[src/rtl/lenet_pkg.sv]
// lenet_pkg: layer-state codes, layer class codes and shared widths for the LeNet datapath.
// Rev 1.0
`default_nettype none

package lenet_pkg;

  localparam int AK_BW    = 20;
  localparam int ACC_LINE = 5;
  localparam int OUT_BW   = 16;

  localparam logic [2:0] S_IDLE = 3'd0;
  localparam logic [2:0] S_C1   = 3'd1;
  localparam logic [2:0] S_S2   = 3'd2;
  localparam logic [2:0] S_C3   = 3'd3;
  localparam logic [2:0] S_S4   = 3'd4;
  localparam logic [2:0] S_C5   = 3'd5;

  localparam logic [1:0] CLS_NONE = 2'd0;
  localparam logic [1:0] CLS_CONV = 2'd1;
  localparam logic [1:0] CLS_SUB  = 2'd2;

  function automatic logic [1:0] layer_class(input logic [2:0] ls);
    logic [1:0] cls;
    cls = CLS_NONE;
    case (ls)
      S_C1, S_C3, S_C5: cls = CLS_CONV;
      S_S2, S_S4:       cls = CLS_SUB;
      default:          cls = CLS_NONE;
    endcase
    return cls;
  endfunction

endpackage

`default_nettype wire

[src/rtl/psum_sat_relu.sv]
// psum_sat_relu: arithmetic right shift, optional ReLU and signed saturation to OUT_BW.
// Rev 1.0
`default_nettype none

module psum_sat_relu #(
  parameter int IN_BW  = 32,
  parameter int SHIFT  = 8,
  parameter int OUT_BW = 16
) (
  input  logic signed [IN_BW-1:0]  din,
  input  logic                     relu_en,
  output logic signed [OUT_BW-1:0] dout
);

  localparam logic signed [IN_BW-1:0] MAX_V = {{(IN_BW-OUT_BW+1){1'b0}}, {(OUT_BW-1){1'b1}}};
  localparam logic signed [IN_BW-1:0] MIN_V = {{(IN_BW-OUT_BW+1){1'b1}}, {(OUT_BW-1){1'b0}}};

  logic signed [IN_BW-1:0] shifted;
  logic signed [IN_BW-1:0] clamped;

  always_comb begin
    shifted = din >>> SHIFT;
    clamped = shifted;
    if (relu_en && shifted < 0)
      clamped = '0;
    else if (shifted > MAX_V)
      clamped = MAX_V;
    else if (shifted < MIN_V)
      clamped = MIN_V;
  end

  assign dout = clamped[OUT_BW-1:0];

endmodule

`default_nettype wire

[src/rtl/psum_channel_post.sv]
// psum_channel_post: reduces row partial sums, accumulates across channels, adds bias,
// rescales/ReLU/saturates and emits the pixel over valid/ready. Rev 1.0
`default_nettype none

module psum_channel_post
  import lenet_pkg::*;
#(
  parameter int AK_BW_P    = AK_BW,
  parameter int ACC_LINE_P = ACC_LINE,
  parameter int PS_BW      = 32,
  parameter int BIAS_BW    = 16,
  parameter int FRAC_SHIFT = 8,
  parameter int OUT_BW_P   = OUT_BW,
  parameter int MAX_CH     = 16
) (
  input  logic                          clk,
  input  logic                          rst,
  input  logic [2:0]                    i_layer_state,
  input  logic                          i_start,
  input  logic [4:0]                    i_num_ch,
  input  logic                          i_valid,
  output logic                          o_ready,
  input  logic [AK_BW_P*ACC_LINE_P-1:0] i_acc_kernel,
  input  logic [BIAS_BW-1:0]            i_bias,
  output logic                          o_valid,
  input  logic                          i_ready,
  output logic [OUT_BW_P-1:0]           o_data,
  output logic                          o_busy,
  output logic                          o_err
);

  typedef enum logic [2:0] {
    ST_IDLE  = 3'd0,
    ST_ACCUM = 3'd1,
    ST_BIAS  = 3'd2,
    ST_POST  = 3'd3,
    ST_OUT   = 3'd4
  } state_t;

  state_t                      state, state_nxt;
  logic signed [PS_BW-1:0]     acc, acc_nxt;
  logic [4:0]                  cnt, cnt_nxt;
  logic [4:0]                  num_ch, num_ch_nxt;
  logic                        is_conv, is_conv_nxt;
  logic                        out_valid, out_valid_nxt;
  logic [OUT_BW_P-1:0]         out_data, out_data_nxt;
  logic                        err_pulse, err_pulse_nxt;

  logic signed [PS_BW-1:0]     rowsum;
  logic signed [PS_BW-1:0]     bias_ext;
  logic signed [OUT_BW_P-1:0]  post_val;
  logic                        start_ok;
  logic                        take_start;

  always_comb begin
    rowsum = '0;
    for (int l = 0; l < ACC_LINE_P; l++) begin
      rowsum = rowsum + {{(PS_BW-AK_BW_P){i_acc_kernel[l*AK_BW_P+AK_BW_P-1]}},
                         i_acc_kernel[l*AK_BW_P +: AK_BW_P]};
    end
  end

  assign bias_ext = {{(PS_BW-BIAS_BW){i_bias[BIAS_BW-1]}}, i_bias};

  psum_sat_relu #(
    .IN_BW  (PS_BW),
    .SHIFT  (FRAC_SHIFT),
    .OUT_BW (OUT_BW_P)
  ) u_sat (
    .din     (acc),
    .relu_en (is_conv),
    .dout    (post_val)
  );

  // A start is only taken in IDLE or on the OUT handshake cycle; any other start is an error.
  assign start_ok   = i_start && (layer_class(i_layer_state) != CLS_NONE) &&
                      (i_num_ch != 5'd0) && (i_num_ch <= 5'(MAX_CH));
  assign take_start = start_ok && ((state == ST_IDLE) || (state == ST_OUT && i_ready));

  always_comb begin
    state_nxt     = state;
    acc_nxt       = acc;
    cnt_nxt       = cnt;
    num_ch_nxt    = num_ch;
    is_conv_nxt   = is_conv;
    out_valid_nxt = out_valid;
    out_data_nxt  = out_data;
    err_pulse_nxt = i_start && !take_start;

    if (take_start) begin
      acc_nxt     = '0;
      cnt_nxt     = '0;
      num_ch_nxt  = i_num_ch;
      is_conv_nxt = (layer_class(i_layer_state) == CLS_CONV);
    end

    case (state)
      ST_IDLE: begin
        if (take_start)
          state_nxt = ST_ACCUM;
      end
      ST_ACCUM: begin
        if (i_valid) begin
          acc_nxt = acc + rowsum;
          cnt_nxt = cnt + 5'd1;
          if (cnt == num_ch - 5'd1)
            state_nxt = ST_BIAS;
        end
      end
      ST_BIAS: begin
        acc_nxt   = acc + bias_ext;
        state_nxt = ST_POST;
      end
      ST_POST: begin
        out_data_nxt  = post_val;
        out_valid_nxt = 1'b1;
        state_nxt     = ST_OUT;
      end
      ST_OUT: begin
        if (i_ready) begin
          out_valid_nxt = 1'b0;
          state_nxt     = take_start ? ST_ACCUM : ST_IDLE;
        end
      end
      default: state_nxt = ST_IDLE;
    endcase
  end

  always_ff @(posedge clk or posedge rst) begin
    if (rst) begin
      state     <= ST_IDLE;
      acc       <= '0;
      cnt       <= '0;
      num_ch    <= '0;
      is_conv   <= 1'b0;
      out_valid <= 1'b0;
      out_data  <= '0;
      err_pulse <= 1'b0;
    end else begin
      state     <= state_nxt;
      acc       <= acc_nxt;
      cnt       <= cnt_nxt;
      num_ch    <= num_ch_nxt;
      is_conv   <= is_conv_nxt;
      out_valid <= out_valid_nxt;
      out_data  <= out_data_nxt;
      err_pulse <= err_pulse_nxt;
    end
  end

  assign o_ready = (state == ST_ACCUM);
  assign o_busy  = (state != ST_IDLE);
  assign o_valid = out_valid;
  assign o_data  = out_data;
  assign o_err   = err_pulse;

endmodule

`default_nettype wire

[config.mk]
export PLATFORM = sky130hd
export DESIGN_NAME = psum_channel_post
export DESIGN_NICKNAME = d
export VERILOG_FILES = /design/src/rtl/lenet_pkg.sv /design/src/rtl/psum_sat_relu.sv /design/src/rtl/psum_channel_post.sv
export SDC_FILE = /design/constraint.sdc
export NUM_CORES = 1
export LEC_CHECK = 0
export ABC_AREA = 0
export BUFFER_PORTS_ARGS = -buffer_cell sky130_fd_sc_hd__buf_4
export CORE_MARGIN = 2
export CORE_UTILIZATION = 59
export DETAILED_ROUTE_END_ITERATION = 10
export PLACE_DENSITY = 0.83
export SLEW_MARGIN = 20
export SYNTH_ARGS = -nofsm -noshare
export SYNTH_HDL_FRONTEND = slang
export SYNTH_HIERARCHICAL = 1
export SYNTH_SLANG_ARGS = --single-unit
[constraint.sdc]
create_clock -name clk -period 4.5 [get_ports clk]
set_input_delay 0.225 -clock clk [delete_from_list [all_inputs] [get_ports clk]]
set_output_delay 0.225 -clock clk [all_outputs]
set_load 0.02 [all_outputs]
# ---- Yosys cells after proc, flatten, opt, wreduce, memory -nomap -nowiden
# Cells that the tools add are included.
dict set report word_totals {
  regBits 64
  input_bits 129
  output_inout_bits 20
}
dict set report classes {
  addsub 8
  eq_ne 15
  muxes 19
  magnitude_cmp 4
  n_reduce_logical 18
}
# operator count
set op_table {}
lappend op_table {{$mux 32} 2}
lappend op_table {{$pmux 32 s2} 1}
lappend op_table {{$mux 16} 3}
lappend op_table {{$add 32x16->32} 1}
lappend op_table {{$add 32x24->32} 1}
lappend op_table {{$add 23x20->24} 1}
lappend op_table {{$gt 24x16->1 const B} 1}
lappend op_table {{$lt 24x1->1 const B} 1}
lappend op_table {{$lt 24x16->1 const B} 1}
lappend op_table {{$add 22x20->23} 1}
lappend op_table {{$add 21x20->22} 1}
lappend op_table {{$add 20x20->21} 1}
lappend op_table {{$mux 5} 3}
lappend op_table {{$pmux 3 s5} 1}
lappend op_table {{$eq 3x2->1 const B} 4}
lappend op_table {{$mux 3} 4}
lappend op_table {{$eq 3x3->1 const B} 3}
lappend op_table {{$logic_and 1x1->1} 7}
lappend op_table {{$eq 3x1->1 const B} 2}
lappend op_table {{$ne 2x2->1 const B} 3}
lappend op_table {{$add 5x1->5 const B} 1}
lappend op_table {{$eq 5x5->1} 1}
lappend op_table {{$le 5x5->1 const B} 1}
lappend op_table {{$reduce_bool 5->1} 1}
lappend op_table {{16 further kinds} 18}

# ---- Logic depth before layout (Yosys ltp)
dict set report logic_depth {
  depth_word 11
  ltp_mapped 18
  ltp_nobuf 17
}

# ---- By module
# The synthesis kept the hierarchy.
# mod cells_per_inst instances area_each_um2
set modules_own_cells {}
lappend modules_own_cells {psum_channel_post 1040 1 9080.0}
lappend modules_own_cells {psum_sat_relu 41 1 335.3}

# ---- Worst setup path after synthesis
# Ideal clock, no wire load.
dict set report synth_path {
  path_type {input to register}
  startpoint {input port i_acc_kernel[19]}
  endpoint {register acc[28]}
  path_buffers 1
  setup_time_ps 126
  t_arrival_ps 4457
  setup_slack_ps -83
  required_ps 4374
  stages 16
  cell_sequence {fa_1 -> inv_1 -> fa_1 -> fa_1 -> inv_1 -> ha_1 -> clkbuf_1 -> nand2_1 -> o21ai_0 -> a21oi_1 -> o21a_1 -> o41a_1 -> o31ai_1 -> xnor2_1 -> nor2_1 -> a221o_1}
}
dict set report synth_via {
  elab_chain_len 7
}
# item line
set synth_lines {}
lappend synth_lines {{start: declaration} psum_channel_post.sv:23} ;# input logic [AK_BW_P*ACC_LINE_P-1:0] i_acc_kernel,
lappend synth_lines {{$add 20x20->21} psum_channel_post.sv:58} ;# rowsum = rowsum + {{(PS_BW-AK_BW_P){i_acc_kernel[l*AK_BW_P+AK_BW_P-1]}},
lappend synth_lines {{$add 21x20->22} psum_channel_post.sv:58}
lappend synth_lines {{$add 22x20->23} psum_channel_post.sv:58}
lappend synth_lines {{$add 23x20->24} psum_channel_post.sv:58}
lappend synth_lines {{$add 32x24->32} psum_channel_post.sv:104} ;# acc_nxt = acc + rowsum;
lappend synth_lines {{$mux 32} psum_channel_post.sv:103} ;# if (i_valid) begin
lappend synth_lines {{$pmux 32 s2} psum_channel_post.sv:97} ;# case (state)
lappend synth_lines {{named net acc_nxt[28]} psum_channel_post.sv:41} ;# logic signed [PS_BW-1:0] acc, acc_nxt;
lappend synth_lines {{end signal: assignment} psum_channel_post.sv:141} ;# acc <= acc_nxt;
lappend synth_lines {{end: declaration} psum_channel_post.sv:41}
# The timed path passes the listed nets, and every way through them passes these cells.
# A chain may end at the register's enable or synchronous reset.

# ---- Final worst setup path
dict set report layout_path {
  startpoint {register acc[3]}
  endpoint {register acc[24]}
}
dict set report layout_via {
  elab_chain_len 3
  elab_cells_between_ends 4
}
# item line
set layout_lines {}
lappend layout_lines {{$add 32x24->32} psum_channel_post.sv:104}
lappend layout_lines {{$mux 32} psum_channel_post.sv:103}
lappend layout_lines {{$pmux 32 s2 (*)} psum_channel_post.sv:97}
lappend layout_lines {{named net acc_nxt[24]} psum_channel_post.sv:41}
# Mark *: on every way through the listed nets, which the timed path passes. The rest lies on a longest branch.

==> results.toml <==
[global_route]
grt_use_met2_pct = 48.88
met3_capacity_usage_during_global_routing_pct = 4.387
globalRouteTotalUtil_pct = 26.85
antenna_found_initial = 0
gr-usage-met1_pct = 32.61
grt-busiest-layer = "met2"
grt_first_pass_wirelength_mm = 36.50
grt_overflow = 0
maximum_number_of_pins_on_one_net_before_global_route_repair = 65
first_global_vias = 8198

[worst_setup_path]
cp-end-kind = "flop"
timing.critical_path.fanout_max = 5
r2r.worst_path.cells = 16
criticalPathCategory = "flop to flop"
critical_path_arrival_ns = 4.56
start_kind = "flop"
cp.required_ns = 4.71

[die]
die_x_microns = 130.3
dieArea_sq_mm = 0.01698
boundaryPins = 149
num_rows = 46
core_region_area_sq_mm = 0.01571
die-height_microns = 130.3
floorplan.initialDensity_pct = 59.92

[clock_network]
ctsHtreeMaxLevel = 3
cts.sink_count = 64
cts_tree = "yes"
clkTransAtPathRegs_ns = 0.06
clkLatencyLatePin_ns = 0.34
cts_made_buffers = 9
clock_tree.root_cell = "sky130_fd_sc_hd__clkbuf_16"
cts-root-to-sink-buffers = 2

[finish]
final_cells = 1462
nNetsFinal = 1548
area.growth.synth_to_final_pct = 19.59
n_antenna_cell = 0
layout_cells_sized_above_1_pct = 19.26

[synth]
synth.cells.most_frequent = "sky130_fd_sc_hd__inv_1 (273), sky130_fd_sc_hd__fa_1 (113), sky130_fd_sc_hd__ha_1 (65)"
synth-edff-count = 0
netlist_top_cells_area = "sky130_fd_sc_hd__fa_1 (24%), sky130_fd_sc_hd__dfrtp_1 (17%), sky130_fd_sc_hd__inv_1 (11%)"
synth_top_flop_cell = "sky130_fd_sc_hd__dfrtp_1"
netlist-cell-type-count = 64
yosys_register_bits = 64
netlist.top_cell.by_area = "sky130_fd_sc_hd__fa_1"
synthMostInstantiatedCell = "sky130_fd_sc_hd__inv_1"
synth_top_cell_area_share_pct = 24.03
asyncSetResetFlopFracSynth_pct = 100.0
postSynthAreaPerCell_sq_um = 8.710
post_syn_instances = 1081
yosysSeqAreaShare_pct = 17.01
synth_fp_nets = 1388
post_synthesis_cell_area_sq_mm = 0.009415
yosys_warnings = 6

[route]
totalWireLength_mm = 22.39
post_drt_via_cell_ratio = 5.505
drt-pass1-iter-count = 5
route.detailed.wl_per_inst_microns = 15.31
num_vias = 8048
ant_nets = 0
drc_errors = 0
drt_first_iter_violations = 502

[timing]
slew_violations = 0
finalSetupViolCount = 0
rsz0062_at_grt = "false"
setup-tns-final_ns = 0
finalWorstPathRequiredPeriod_ns = 4.355
timing.max_slew.rel_slack_pct = 30.26
clock_skew_ns = 0.01216
worst_pin_slew_ns = 1.046
max_clock_freq_ghz = 0.2296
final_min_period_over_clock_period_pct = 96.77
finalHoldViolations = 0

[placed_design]
dp_hpwl_mm = 18.02
io_buffers = 148
gpl.final_weighted_congestion = 0.9362
place.detailed.instances = 1444

[run]
maximum_capacitance_violations = 0

[min_path]
worstHoldPathCells = 2
worstHoldPathType = "input port to flop"

[status]
outcome = "finished clean"
## layout by cell type, fill, tap and decap left out, types with 6 or more instances in the layout
cell and n:
sky130_fd_sc_hd__dfrtp_1 62, sky130_fd_sc_hd__buf_4 176, sky130_fd_sc_hd__inv_1 272, sky130_fd_sc_hd__and2_1 10, sky130_fd_sc_hd__nand2b_1 20, sky130_fd_sc_hd__clkbuf_16 9
sky130_fd_sc_hd__o211a_1 15, sky130_fd_sc_hd__nand4_1 9, sky130_fd_sc_hd__and3_1 15, sky130_fd_sc_hd__o211ai_1 8, sky130_fd_sc_hd__nand2_1 45, sky130_fd_sc_hd__a22oi_1 16
sky130_fd_sc_hd__fa_1 110, sky130_fd_sc_hd__a31oi_1 13, sky130_fd_sc_hd__nor3_1 15, sky130_fd_sc_hd__mux2_2 22, sky130_fd_sc_hd__nand3_1 24, sky130_fd_sc_hd__o21ai_0 47
sky130_fd_sc_hd__o21a_1 6, sky130_fd_sc_hd__o21bai_1 6, sky130_fd_sc_hd__xnor2_1 38, sky130_fd_sc_hd__nor2_1 31, sky130_fd_sc_hd__ha_1 64, sky130_fd_sc_hd__a21oi_1 58
sky130_fd_sc_hd__xor2_1 23, sky130_fd_sc_hd__a21o_1 37, sky130_fd_sc_hd__a221o_1 9
## layer usage
layer	share of wire [%]	wire, microns
met1	41	9266
met2	51	11400
met3	4.9	1105
met4	2.8	618
met5	0	0
## final timing paths
kind	startpoint	endpoint	slack [ns]
worst max-delay path	acc[3]	acc[24]	0.15
worst min-delay path	i_start	o_err	0.11
worst max register to register	acc[3]	acc[24]	0.15
worst min register to register	o_data[11]	o_data[11]	0.51
max in group asynchronous	rst	acc[23]	3.73
min in group asynchronous	rst	acc[1]	0.13
## area by class of cell
type | instances | area [sq um]
Clock buffer | 11 | 252.7
Clock inverter | 5 | 86.33
Fill cell | 1195 | 4453
Inverter | 273 | 1025
Multi-Input combinational cell | 717 | 6700
Sequential cell | 64 | 1604
Tap cell | 216 | 270.3
Timing Repair Buffer | 176 | 1321
## registers in the layout, indices dropped and copies added, names as in the netlist
signal	flops
acc	32
cnt	5
num_ch	5
is_conv	1
o_data	16
o_err	1
o_valid	1
state	3
## through the flow
step	setup slack (ns)	util [%]	hold slack, ns	instance area [sq um]
3_5_place_dp	0.009004	69.24	0.4483	10880
2_1_floorplan	0.1736	-	0.3536	9418
4_1_cts	0.02533	71.40	0.1031	11220
5_1_grt	0.0003966	71.66	0.1242	11260
6_report	0.1452	71.66	0.1076	11260
3_3_place_gp	0.1248	69.24	0.4473	10880
## repair_timing
item | in CTS | in global routing
gates resized for setup | 0 | 11
buffers inserted | 0 | 2
hold buffers | 0 | 0
setup endpoints to repair | 0 | 9
## worst max-delay path, cell delays in order, from the launching register on
cell                        delay, ns
sky130_fd_sc_hd__dfrtp_1         0.42
sky130_fd_sc_hd__fa_1            0.46
sky130_fd_sc_hd__fa_1            0.50
sky130_fd_sc_hd__inv_1           0.06
sky130_fd_sc_hd__fa_1            0.54
sky130_fd_sc_hd__inv_1           0.08
sky130_fd_sc_hd__fa_2            0.40
sky130_fd_sc_hd__a21o_1          0.19
sky130_fd_sc_hd__a21o_1          0.22
sky130_fd_sc_hd__a21oi_2         0.14
sky130_fd_sc_hd__buf_4           0.14
sky130_fd_sc_hd__o2111ai_1       0.11
sky130_fd_sc_hd__o211ai_1        0.24
sky130_fd_sc_hd__nor3_1          0.10
sky130_fd_sc_hd__nor3_1          0.23
sky130_fd_sc_hd__xnor2_1         0.10
sky130_fd_sc_hd__a221o_1         0.31
## kinds of logic after synthesis
family / synth area share [%]
buffers and inverters: 12.11
and+or+nand+nor: 10.70
muxes: 2.738
AOI/OAI and AO/OA: 19.11
adders and majority gates: 32.66
DFF: 17.01
xor gates and xnor gates: 5.674
Power is left out: the tool's default activity adds up to more than one toggle a clock period on the data nets, which glitch-free logic cannot reach.
